File: src/rtl/irq_ctl_pkg.sv
// Shared types for the interrupt controller: source vector layout, source index and FSM states.
// Bit order: gen at the bottom, then osc, la, lg at the top.
package irq_ctl_pkg;

  typedef struct packed {
    logic       lg;
    logic       la;
    logic [1:0] osc;
    logic [1:0] gen;
  } irq_t;

  localparam int IRQ_N = $bits(irq_t);

  typedef logic [$clog2(IRQ_N)-1:0] irq_num_t;

  typedef enum logic {IDLE, OFFER} irq_ctl_st_t;

endpackage

File: src/rtl/irq_ctl_if.sv
// Vector handshake between the interrupt controller (master) and its consumer (slave).
// vec_num is only meaningful while vec_vld is high.
interface irq_ctl_if #(
  parameter int N = irq_ctl_pkg::IRQ_N
);

  logic                 vec_vld;
  logic [$clog2(N)-1:0] vec_num;
  logic                 vec_rdy;

  modport master (output vec_vld, output vec_num, input vec_rdy);
  modport slave  (input vec_vld, input vec_num, output vec_rdy);

endinterface

File: src/rtl/irq_ctl_arb.sv
// Combinational round-robin search: first set req bit at or after ptr, wrapping N-1 -> 0.
// Zero latency, no state.
module irq_ctl_arb #(
  parameter  int N  = irq_ctl_pkg::IRQ_N,
  localparam int NW = $clog2(N)
) (
  input  logic [N-1:0]  req,
  input  logic [NW-1:0] ptr,
  output logic          gnt_vld,
  output logic [NW-1:0] gnt_num
);

  localparam int IW = NW + 1;

  logic [IW-1:0] idx;

  always_comb begin
    gnt_vld = 1'b0;
    gnt_num = '0;
    idx     = '0;
    for (int i = 0; i < N; i++) begin
      // ptr + i stays below 2N, so one conditional subtract gives the modulo
      idx = {1'b0, ptr} + IW'(i);
      if (idx >= IW'(N)) begin
        idx = idx - IW'(N);
      end
      if (!gnt_vld && req[idx[NW-1:0]]) begin
        gnt_vld = 1'b1;
        gnt_num = idx[NW-1:0];
      end
    end
  end

endmodule

File: src/rtl/irq_ctl.sv
// Interrupt controller: sticky pending, mask, round-robin vector offer, registered level irq; event to vec_vld/irq in 2 cycles.
// vec_num held until vec_rdy; optional post-handshake hold-off when IRQ_CTL_HOLDOFF_EN is defined.
module irq_ctl #(
  parameter  int IRQ_N = $bits(irq_ctl_pkg::irq_t),
  localparam int NW    = $clog2(IRQ_N)
) (
  input  logic             clk,
  input  logic             rst,
  input  logic [IRQ_N-1:0] irq_src,
  input  logic [IRQ_N-1:0] cfg_msk,
  input  logic [IRQ_N-1:0] cfg_edg,
  input  logic             clr_vld,
  input  logic [IRQ_N-1:0] clr_msk,
  output logic [IRQ_N-1:0] sts_pnd,
  irq_ctl_if.master        vec,
`ifdef IRQ_CTL_HOLDOFF_EN
  input  logic [15:0]      cfg_hld,
`endif
  output logic             irq
);

  import irq_ctl_pkg::*;

  irq_ctl_st_t      st, st_nxt;
  logic [IRQ_N-1:0] src_q, pnd, evt, req, clr, hs_oh;
  logic [NW-1:0]    ptr, num_q, num_nxt, gnt_num;
  logic             gnt_vld, vld, hs, hld_ok, irq_q;

  assign evt = irq_src & ~(src_q & cfg_edg);
  assign req = pnd & cfg_msk;

  // offer is withdrawn as soon as the offered bit is cleared or masked
  assign vld = (st == OFFER) && req[num_q];
  assign hs  = vld && vec.vec_rdy;

  always_comb begin
    hs_oh = '0;
    if (hs) begin
      hs_oh[num_q] = 1'b1;
    end
  end

  assign clr = (clr_vld ? clr_msk : '0) | hs_oh;

  irq_ctl_arb #(.N(IRQ_N)) u_arb (
    .req     (req),
    .ptr     (ptr),
    .gnt_vld (gnt_vld),
    .gnt_num (gnt_num)
  );

`ifdef IRQ_CTL_HOLDOFF_EN
  logic [15:0] hld_cnt;

  always_ff @(posedge clk) begin
    if (rst) begin
      hld_cnt <= '0;
    end else if (hs) begin
      hld_cnt <= cfg_hld;
    end else if (hld_cnt != '0) begin
      hld_cnt <= hld_cnt - 16'd1;
    end
  end

  assign hld_ok = (hld_cnt == '0);
`else
  assign hld_ok = 1'b1;
`endif

  always_comb begin
    st_nxt  = st;
    num_nxt = num_q;
    case (st)
      IDLE: begin
        if (gnt_vld && hld_ok) begin
          st_nxt  = OFFER;
          num_nxt = gnt_num;
        end
      end
      OFFER: begin
        if (hs || !req[num_q]) begin
          st_nxt = IDLE;
        end
      end
      default: st_nxt = IDLE;
    endcase
  end

  always_ff @(posedge clk) begin
    if (rst) begin
      st    <= IDLE;
      num_q <= '0;
      ptr   <= '0;
      pnd   <= '0;
      src_q <= '0;
      irq_q <= 1'b0;
    end else begin
      st    <= st_nxt;
      num_q <= num_nxt;
      src_q <= irq_src;
      pnd   <= (pnd & ~clr) | evt;
      irq_q <= (|req) && hld_ok;
      if (hs) begin
        ptr <= (num_q == NW'(IRQ_N - 1)) ? '0 : num_q + 1'b1;
      end
    end
  end

  assign sts_pnd     = pnd;
  assign vec.vec_vld = vld;
  assign vec.vec_num = num_q;
  assign irq         = irq_q;

endmodule

File: src/flat_wrapper.sv
// flat-port wrapper written by rule: the top's interface ports become plain ports
module irq_ctl_flat import irq_ctl_pkg::*;
#(
  parameter  int IRQ_N = $bits(irq_ctl_pkg::irq_t),
  localparam int NW    = $clog2(IRQ_N)
)
  (clk, rst, irq_src, cfg_msk, cfg_edg, clr_vld, clr_msk, sts_pnd, irq, vec_vec_vld, vec_vec_num, vec_vec_rdy);
  irq_ctl_if #(.N(6)) vec_i ();
  input  logic clk;
  input  logic rst;
  input  logic [IRQ_N-1:0] irq_src;
  input  logic [IRQ_N-1:0] cfg_msk;
  input  logic [IRQ_N-1:0] cfg_edg;
  input  logic clr_vld;
  input  logic [IRQ_N-1:0] clr_msk;
  output logic [IRQ_N-1:0] sts_pnd;
  output logic irq;
  output wire logic [$bits(vec_i.vec_vld)-1:0] vec_vec_vld;
  output wire logic [$bits(vec_i.vec_num)-1:0] vec_vec_num;
  input wire logic [$bits(vec_i.vec_rdy)-1:0] vec_vec_rdy;
  assign vec_vec_vld = vec_i.vec_vld;
  assign vec_vec_num = vec_i.vec_num;
  assign vec_i.vec_rdy = vec_vec_rdy;
  irq_ctl #(.IRQ_N(IRQ_N)) u_core (.clk(clk), .rst(rst), .irq_src(irq_src), .cfg_msk(cfg_msk), .cfg_edg(cfg_edg), .clr_vld(clr_vld), .clr_msk(clr_msk), .sts_pnd(sts_pnd), .vec(vec_i), .irq(irq));
endmodule
File: config.mk
export PLATFORM = sky130hd
export DESIGN_NAME = irq_ctl_flat
export DESIGN_NICKNAME = d
export VERILOG_FILES = /design/src/rtl/irq_ctl_pkg.sv /design/src/rtl/irq_ctl_if.sv /design/src/rtl/irq_ctl_arb.sv /design/src/rtl/irq_ctl.sv /design/src/flat_wrapper.sv
export SDC_FILE = /design/constraint.sdc
export NUM_CORES = 1
export LEC_CHECK = 0
export BUFFER_PORTS_ARGS = -buffer_cell sky130_fd_sc_hd__buf_2
export CORE_ASPECT_RATIO = 1.75
export CORE_MARGIN = 2
export CORE_UTILIZATION = 55
export CTS_BUF_LIST = sky130_fd_sc_hd__clkbuf_16
export DETAILED_ROUTE_END_ITERATION = 6
export GPL_TIMING_DRIVEN = 0
export HOLD_SLACK_MARGIN = 0.1
export PLACE_DENSITY = 0.88
export SETUP_SLACK_MARGIN = 0.4
export SLEW_MARGIN = 20
export SYNTH_ARGS = -nofsm -noshare
export SYNTH_HDL_FRONTEND = slang
export SYNTH_SLANG_ARGS = --single-unit
File: constraint.sdc
create_clock -name clk -period 8.3 [get_ports clk]
set_input_delay 0.83 -clock clk [delete_from_list [all_inputs] [get_ports clk]]
set_output_delay 0.83 -clock clk [all_outputs]
set_load 0.02 [all_outputs]
; ---- Word level (Yosys, flattened, before mapping)
; Cells that the tools add are included.
[classes]
add_sub_neg = 12
n_mul = 0
n_div = 0
magnitude_cmp = 14
eq_ne = 1
shifts = 0
n_mux = 40
bitwise = 9
n_reduce_logical = 17
[op_table]
columns = operator, count
row1 = 3-bit 2-to-1 mux, 13
row2 = "3-bit by 4-bit less-than comparator with 1-bit output, second input constant", 7
row3 = 6-bit bitwise AND, 4
row4 = 1-bit binary-select mux with 3-bit select, 7
row5 = "4-bit by 3-bit greater-or-equal comparator with 1-bit output, second input constant", 5
row6 = "3-bit subtractor, second input constant", 6
row7 = 1-bit 2-to-1 mux, 16
row8 = 6-bit 2-to-1 mux, 2
row9 = 6-bit inverter, 2
row10 = 6-bit OR, 2
row11 = "3-bit by 2-bit adder with 4-bit output, second input constant", 2
row12 = "3-bit by 3-bit adder with 4-bit output, second input constant", 2
row13 = 1-bit logical AND, 8
row14 = 1-bit zero test, 6
row15 = 6-bit OR reduction, 1
row16 = "3-bit by 1-bit adder with 4-bit output, second input constant", 1
row17 = "3-bit by 1-bit adder with 3-bit output, second input constant", 1
row18 = 1-bit demux with 3-bit select, 1
row19 = "3-bit equality test, second input constant", 1
row20 = "3-bit by 1-bit greater-or-equal comparator with 1-bit output, second input constant", 1
row21 = "3-bit greater-or-equal comparator, second input constant", 1
row22 = 1-bit one-hot mux with 2 select lines, 1
row23 = 2-bit AND reduction, 1
row24 = 1-bit logical OR, 1
row25 = 1-bit inverter, 1
[totals]
regBits = 20
latchBits = 0
ramBits = 0
romBits = 0
input_bits = 28
elab_cells = 99
n_memories = 0

; ---- Depth between registers and ports, before layout
; Gate-level depths: netlist (run 1).
[logic_depth]
depth_word = 22
depth_mapped = 11

; ---- Modules after synthesis
; From an unflattened synthesis (run 1), not the netlist that was laid out.
[hier_totals]
hier_cells = 234
hier_area_um2 = 1926.8
[by_module_without_submodules]
columns = module, instances, cells_per_inst, area_per_inst_um2, seq_area_each_um2
row1 = irq_ctl, 1, 113, 984.7, 400.4
row2 = irq_ctl_arb, 1, 121, 942.2, 0.0

; ---- Least setup slack after synthesis (run 1)
; No wires, ideal clock.
[synth_path]
kind = flip-flop to flip-flop
from = register u_core.ptr[0]
to = register u_core.num_q[2], in the netlist u_core.vec.vec_num[2]
arrival_time_ns = 2.752
setup_slack_ns = 5.445
stages_incl_launch_ff = 12
path_buffers = 2
cell_sequence = dfxtp_1 buf_2 inv_1 ha_1 buf_2 o21ba_2 a22oi_2 mux2i_1 o211a_1 a41o_4 nor2b_1 a2111oi_2
[synth_via]
elab_chain_cells = 21
elab_cells_between_ends = 58
[synth_lines]
columns = element, line_no
row1 = start: declaration, irq_ctl.sv:26  ; logic [NW-1:0] ptr, num_q, num_nxt, gnt_num;
row2 = start signal: assignment, irq_ctl.sv:104  ; ptr <= (num_q == NW'(IRQ_N - 1)) ? '0 : num_q + 1'b1;
row3 = branches (longest 21 deep; another with 3-bit by 1-bit adder with 4-bit output), n/a
row4 = end signal: assignment, irq_ctl.sv:99  ; num_q <= num_nxt;
row5 = end: declaration, irq_ctl.sv:26
; Parallel ways; which one is timed is not known. The select of a mux whose other input is x is not followed.
; A chain may end at the register's enable or synchronous reset.

; ---- Worst setup path in the final report (run 1)
; Same ends and word-level chain as after synthesis.

==> results.md, run 1 <==
- Status: finished clean
- N_diodes: 0
- Synth Cell Area: 1880 um^2
- PortBufs: 38
- Commonest cells post-synth: 38 x nand2_1, 20 x dfxtp_1, 14 x nor2_1
- XOR/XNOR Fraction of Synth Area: 2.73%
- Die span in x: 48.2 um
- CP Class: reg2reg
- Routed WL: 5440 um
- Max Root-Sink Buffers: 2
- LEAKAGE: 0.924 nW
- Hold Path Class: reg2reg
- Worst slew margin: 52.3%
- CP arrival: 3.49 ns
- Gr ovfl total: 0
- FF+latch count, synth: 20
- Die height: 81.3 um
- Synth Net Count: 270
- Largest cells by area after synthesis: dfxtp_1 21%, nand2_1 7.6%, ha_1 6.0%
- Fin nets: 313
- Reg clk slew, reported paths: 0.05 ns
- Yosys Warn Count: 0
- Main combinational cell family by area after synthesis: compound AO/OA/AOI/OAI gates
- Setup TNS: 0 ns
- Main synth FF type: dfxtp_1
- Total Routing Usage GR: 30.5%
- Post-synth EDFFs: 0
- Vias in the first global route: 1984
- Fin. Hold Viols: 0
- Sink Count: 20
- Total Power: 0.369 mW
- CP Max Fanout: 10
- Ys async rst share: 0%
- Worst Path Required: 8.44 ns
- Mux cell area share after synthesis: 6.60%
- Cells after Synth: 233
- Min Clock Period, post-route: 3.34 ns
- Total Die Area: 3910 um^2
- Fin Clk Skew: 0.00114 ns
- Post-CTS setup repair buffer count: 0
- H-tree depth: 1
- Fin. max-slew vios: 0
- Initial DRC count: 116
- VDD IR-drop max: 0.167 mV
- PwrDens: 168 nW/um^2
- Worst Max-Slew Pin Slew: 0.712 ns
- GP Congestion: 0.957
- IO Pins: 39
- Area share of fa/ha/maj cells after synthesis: 6.00%
- DRC violations left: 0
- Final setup viols: 0
- Register area share after synthesis: 21.3%
- Post-DRT Antenna Nets: 0
- Non-Filler Instances: 320
- Fraction of layout cells with a size suffix above 1: 24.0%
- Maximum number of pins on one net before global-route repair: 12
- Initial antenna violation count: 0
- Hold buffers post-CTS: 0
- First-pass GRT wire length: 8740 um
- Startpoint types: flip-flop
- Syn-to-layout area delta: 17.3%
- Top-area cell type share of the netlist area: 21.3%
- Via-to-Cell Ratio: 6.50
- Clk_lat worst skew: 0.25 ns
- Starting Density: 56.4%
- Synth area leader: dfxtp_1
- Routed via count: 2079
- Synth Area in Compound Gates: 31.6%
- Placed Instances: 316
- Most common cell in the netlist: nand2_1
- Num CTS Buffers: 3
- Clock Tree Root: clkbuf_16
- WL per Instance: 17.0 um
- Post-DP HPWL: 4270 um
- CTS resizes: 0
- Setup crit end kind: flip-flop
- Synth cell types: 70
- Simple-Gate Fraction of Synth Area: 27.5%
- Max Freq: 0.299 GHz
- Max-Cap Viols: 0
- Syn avg cell area: 8.05 um^2
- Core area: 3330 um^2
- # rows: 28
- TritonCTS clock tree: built
- Period utilization: 40.3%
- DRT Pass-1 Iters: 5
- RSZ-0062 raised after global routing: no
## logic make-up after synthesis
| kind of cell | Yosys count |
|---|---|
| xor+xnor | 5 |
| simple gates | 102 |
| buf+inv | 17 |
| mux | 8 |
| compound gates | 72 |
| flops | 20 |
| fa+ha+maj | 9 |
## cell usage in the layout, fill, tap and decap left out, types with 5 or more instances in the layout
cell and n:
a21o_1 5, a21oi_1 11, and2_1 7, buf_2 41
dfxtp_1 20, ha_1 9, inv_1 9, nand2_1 38
nand3_1 13, nor2_1 14, nor2b_1 8, o21ai_0 8
## worst max-delay path, stage by stage, from the launching register on
cell and delay (ns):
dfxtp_1 0.51, buf_2 0.27, inv_1 0.13, ha_1 0.35, nand3_1 0.08, mux2i_1 0.49, mux2_4 0.38, a211oi_4 0.31
a41o_4 0.31, nor4_2 0.06, a2111oi_2 0.34
## layer usage
layer | share of wire (%) | global-route usage, %
met1 | 34 | 32.0
met2 | 56 | 54.5
met3 | 5.3 | 2.44
met4 | 5.1 | 17.0
met5 | 0 | 0
## worst paths after layout
path | start | endpoint | slack [ns] | cells after the start
setup / recovery | u_core.ptr[0] | u_core.vec.vec_num[2] | 4.96 | 10
hold / removal | u_core.src_q[3] | u_core.sts_pnd[3] | 0.47 | 3
setup reg to reg | u_core.ptr[0] | u_core.vec.vec_num[2] | 4.96 | 10
hold reg to reg | u_core.src_q[3] | u_core.sts_pnd[3] | 0.47 | 3
## sequential cells by signal (all words and copies together) (netlist names)
name and flops:
u_core.src_q 6, u_core.sts_pnd 6, u_core.ptr 3, u_core.vec.vec_num 3
u_core.irq 1, u_core.st 1
## where the power goes
part           total, mW  internal (mW)  switching (mW)
Sequential         0.120          0.107          0.0123
Clock             0.0991         0.0641          0.0349
Combinational      0.150         0.0609          0.0895
## metrics by stage
stage / util (%) / worst slack (ns) / hold WS (ns) / area (um^2)
4_1_cts: 66.2 / 5.00 / 0.477 / 2200
3_3_place_gp: 63.8 / 5.03 / 0.454 / 2120
6_report: 66.2 / 4.96 / 0.472 / 2200
2_1_floorplan: - / 5.44 / 0.443 / 1880
5_1_grt: 66.2 / 4.82 / 0.500 / 2200
3_5_place_dp: 63.8 / 5.02 / 0.460 / 2120
## area by class of cell
class                   count  area (um^2)
flip-flops and latches     20          400
fillers                   282         1130
clock inverters             1         3.75
multi-input cells         196         1400
clock buffers               3         75.1
well taps                  45         56.3
repair buffers             38          190
plain buffers               8         45.0
inverters                   9         33.8
No activity file was read; power rests on OpenSTA's default activity.
==> run 2: changes to the inputs <==
--- a/config.mk
+++ b/config.mk
@@ -5,10 +5,11 @@
 export SDC_FILE = /design/constraint.sdc
 export NUM_CORES = 1
 export LEC_CHECK = 0
+export ABC_AREA = 1
 export BUFFER_PORTS_ARGS = -buffer_cell sky130_fd_sc_hd__buf_2
 export CORE_ASPECT_RATIO = 1.75
 export CORE_MARGIN = 2
-export CORE_UTILIZATION = 55
+export CORE_UTILIZATION = 54
 export CTS_BUF_LIST = sky130_fd_sc_hd__clkbuf_16
 export DETAILED_ROUTE_END_ITERATION = 6
 export GPL_TIMING_DRIVEN = 0
==> constraint.sdc (replaced) <==
create_clock -name clk -period 3.2 [get_ports clk]
set_input_delay 0.32 -clock clk [delete_from_list [all_inputs] [get_ports clk]]
set_output_delay 0.32 -clock clk [all_outputs]
set_load 0.02 [all_outputs]
==> run 2 against run 1 <==
Sequential power grew to 2.7 times the previous value. Area after synthesis shrank 6.5%. Register-to-register slack lost 4.3 ns. Highest routed layer unchanged. Die area shrank 4.5%. Global-route usage shrank 2.1 points. Total power grew to 2.9 times the previous value. Sequential share of layout area grew 1.1 points.
==> results.md, run 2 <==
- CP arrival: 2.70 ns (was 3.49 ns)
- Synth cell types: 34 (was 70)
- PortBufs: 37 (was 38)
- Setup TNS: 0 ns (unchanged)
- Routed WL: 4540 um (was 5440 um)
- GP Congestion: 0.939 (was 0.957)
- VDD IR-drop max: 0.412 mV (was 0.167 mV)
- H-tree depth: 1 (unchanged)
- Cells after Synth: 281 (was 233)
- Syn avg cell area: 6.24 um^2 (was 8.05 um^2)
- Reg clk slew, reported paths: 0.05 ns (about the same)
- Die height: 79.4 um (was 81.3 um)
- Worst slew margin: 65.4% (was 52.3%)
- Max Freq: 0.388 GHz (was 0.299 GHz)
- Initial antenna violation count: 0 (unchanged)
- R2R depth: 14 (was 10)
- Post-CTS setup repair buffer count: 0 (unchanged)
- Hold slack: 0.284 ns (was 0.472 ns)
- Setup WS post-layout: 0.621 ns (was 4.96 ns)
- WL per Instance: 12.5 um (was 17.0 um)
- Dpl ws: 0.605 ns (was 5.02 ns)
- Cell Area, Placed: 1990 um^2 (was 2120 um^2)
- Fin Clk Skew: 0.00227 ns (was 0.00114 ns)
- Total Die Area: 3740 um^2 (was 3910 um^2)
- Power Internal: 0.625 mW (was 0.232 mW)
- Sink Count: 20 (unchanged)
- Switching Fraction: 41.7% (was 37.1%)
- Synth Net Count: 318 (was 270)
- CP most frequent cell: nand2_1
- First-pass GRT wire length: 7940 um (was 8740 um)
- Commonest cells post-synth: 92 x nand2_1, 31 x inv_1, 30 x nor2_1 (was 38 x nand2_1, 20 x dfxtp_1, 14 x nor2_1)
- Total Routing Usage GR: 28.3% (was 30.5%)
- Placed Instances: 361 (was 316)
- Layout Utilization: 66.0% (was 66.2%)
- Ys async rst share: 0% (unchanged)
- Startpoint types: flip-flop (unchanged)
- Total Power: 1.07 mW (was 0.369 mW)
- # rows: 27 (was 28)
- Main synth FF type: dfxtp_1 (unchanged)
- Max Root-Sink Buffers: 2 (unchanged)
- Post-synth EDFFs: 0 (unchanged)
- NetSw: 0.446 mW (was 0.137 mW)
- Gr ovfl total: 0 (unchanged)
- Min Clock Period, post-route: 2.58 ns (was 3.34 ns)
- Synth Cell Area: 1750 um^2 (was 1880 um^2)
- Largest cells by area after synthesis: dfxtp_1 23%, nand2_1 20%, nand3_1 8.3% (was dfxtp_1 21%, nand2_1 7.6%, ha_1 6.0%)
- Hold path depth: 3 (unchanged)
- Slowest-stage cell, CP: dfxtp_1 (unchanged)
- Fin nets: 360 (was 313)
- Synth area leader: dfxtp_1 (unchanged)
- FF+latch count, synth: 20 (unchanged)
- Via-to-Cell Ratio: 5.27 (was 6.50)
- Fin. max-slew vios: 0 (unchanged)
- Routed via count: 1917 (was 2079)
- Num CTS Buffers: 3 (unchanged)
- Hold Path Class: in2reg (was reg2reg)
- LEAKAGE: 1.09 nW (was 0.924 nW)
- Clk_lat worst skew: 0.25 ns (about the same)
- Non-Filler Instances: 364 (was 320)
- TritonCTS clock tree: built (unchanged)
- Critical path, cell by cell: inv_1 > ha_2 > inv_2 > nand2_2 > nand2_1 > nand2_2 > xor2_1 > nand2_1 > nand3_4 > nand4_2 > nand2_4 > nor2_1 > nand2_1 > a21oi_2 (was buf_2 > inv_1 > ha_1 > nand3_1 > mux2i_1 > mux2_4 > a211oi_4 > a41o_4 > nor4_2 > a2111oi_2)
- Worst Max-Slew Pin Slew: 0.519 ns (was 0.712 ns)
- Max-Cap Viols: 0 (unchanged)
- Yosys Warn Count: 0 (unchanged)
- PwrDens: 516 nW/um^2 (was 168 nW/um^2)
- Die span in x: 47.1 um (was 48.2 um)
- Starting Density: 55.8% (was 56.4%)
- N_diodes: 0 (unchanged)
- Most common cell in the netlist: nand2_1 (unchanged)
- Period utilization: 80.6% (was 40.3%)
- Crit-path max cell delay: 0.47 ns (was 0.51 ns)
- IO Pins: 39 (unchanged)
- RSZ-0062 raised after global routing: no (unchanged)
- Worst Path Required: 3.32 ns (was 8.44 ns)
- Post-DP HPWL: 3690 um (was 4270 um)
- Initial DRC count: 69 (was 116)
- Final setup viols: 0 (unchanged)
- Combinational Power Share: 46.0% (was 40.8%)
- CP Class: reg2reg (unchanged)
- Clock power frac: 23.6% (was 26.8%)
- CP Max Fanout: 8 (was 10)
- Reg power frac: 30.4% (was 32.4%)
- Core area: 3140 um^2 (was 3330 um^2)
- Clock Tree Root: clkbuf_16 (unchanged)
- Syn-to-layout area delta: 18.2% (was 17.3%)
- Setup crit end kind: flip-flop (unchanged)
- Fin. Hold Viols: 0 (unchanged)
- Maximum number of pins on one net before global-route repair: 11 (was 12)
- Most frequent cells in the layout: 92 x nand2_1, 37 x buf_2, 31 x inv_1 (was 41 x buf_2, 38 x nand2_1, 20 x dfxtp_1)
- Most common cell after layout, fill and taps aside: nand2_1 (was buf_2)
- DRC violations left: 0 (unchanged)
- Status: finished clean (unchanged)
- Top-area cell type share of the netlist area: 22.8% (was 21.3%)
- Register area share after synthesis: 22.8% (was 21.3%)
- Post-DRT Antenna Nets: 0 (unchanged)
- Fraction of layout cells with a size suffix above 1: 23.4% (was 24.0%)
- Vias in the first global route: 1959 (was 1984)
- Final Instance Area: 2070 um^2 (was 2200 um^2)
- DRT Pass-1 Iters: 4 (was 5)
run 2: cell count changes after synthesis, sizes merged, moves of 7 or more:
cell and change:
nand3 +21, o21ai +7, nor2b -8, inv +28, and2 -7, nor2 +19
nand2 +64, a21oi -8
run 2: critical path: cells and delay by family (launching register included):
| kind | cells | cell delay [ns] |
|---|---|---|
| and+or+nand+nor | 9 | 0.93 |
| DFF | 1 | 0.47 |
| adders and majority gates | 1 | 0.43 |
| buffers and inverters | 2 | 0.28 |
| xor gates and xnor gates | 1 | 0.28 |
| AOI/OAI and AO/OA | 1 | 0.05 |
run 2: cells by family after synthesis:
kind of cell	after synthesis	share of synthesized area, %
AO/OA/AOI/OAI	29	10.1
XOR/XNOR	3	1.50
adder cells (fa/ha/maj)	9	6.42
buffers and inverters	40	8.77
flip-flops	20	22.8
AND/OR/NAND/NOR	180	50.4
run 2: cell type report:
cell class,instances,area [um^2]
multi-input combinational,221,1200
fill,290,1070
sequential,20,400
timing repair buffer,37,185
inverter,37,139
clock buffer,3,75.1
tap,43,53.8
buffer,3,15.0
run 2: worst paths after layout:
check,startpoint,end,slack (ns)
setup / recovery,u_core.ptr[1],u_core.vec.vec_num[2],0.62
hold / removal,irq_src[3],u_core.src_q[3],0.28
setup reg to reg,u_core.ptr[1],u_core.vec.vec_num[2],0.62
hold reg to reg,u_core.src_q[3],u_core.sts_pnd[3],0.48
run 2: power groups by stage:
stage | Clock, mW | Sequential, mW | Combinational [mW]
6_report | 0.253 | 0.326 | 0.492
5_1_grt | 0.262 | 0.329 | 0.549
4_1_cts | 0.252 | 0.324 | 0.490
3_5_place_dp | 0 | 0.329 | 0.485
3_3_place_gp | 0 | 0.328 | 0.475
2_1_floorplan | 0 | 0.347 | 0.349
run 2: metal layers:
layer  track usage (%)  part of all wire (%)  vias up
met5                 0                     0        -
met4              11.9                   3.5        0
met3              1.58                   3.0       15
met2              54.1                    57       61
met1              29.0                    36      858
li1                  -                     -      983
run 2: repair_timing:
action / 4_1_cts / 5_1_grt
resized for setup: 0 / 2
hold buffers: 0 / 0
setup endpoints to repair: 0 / 3
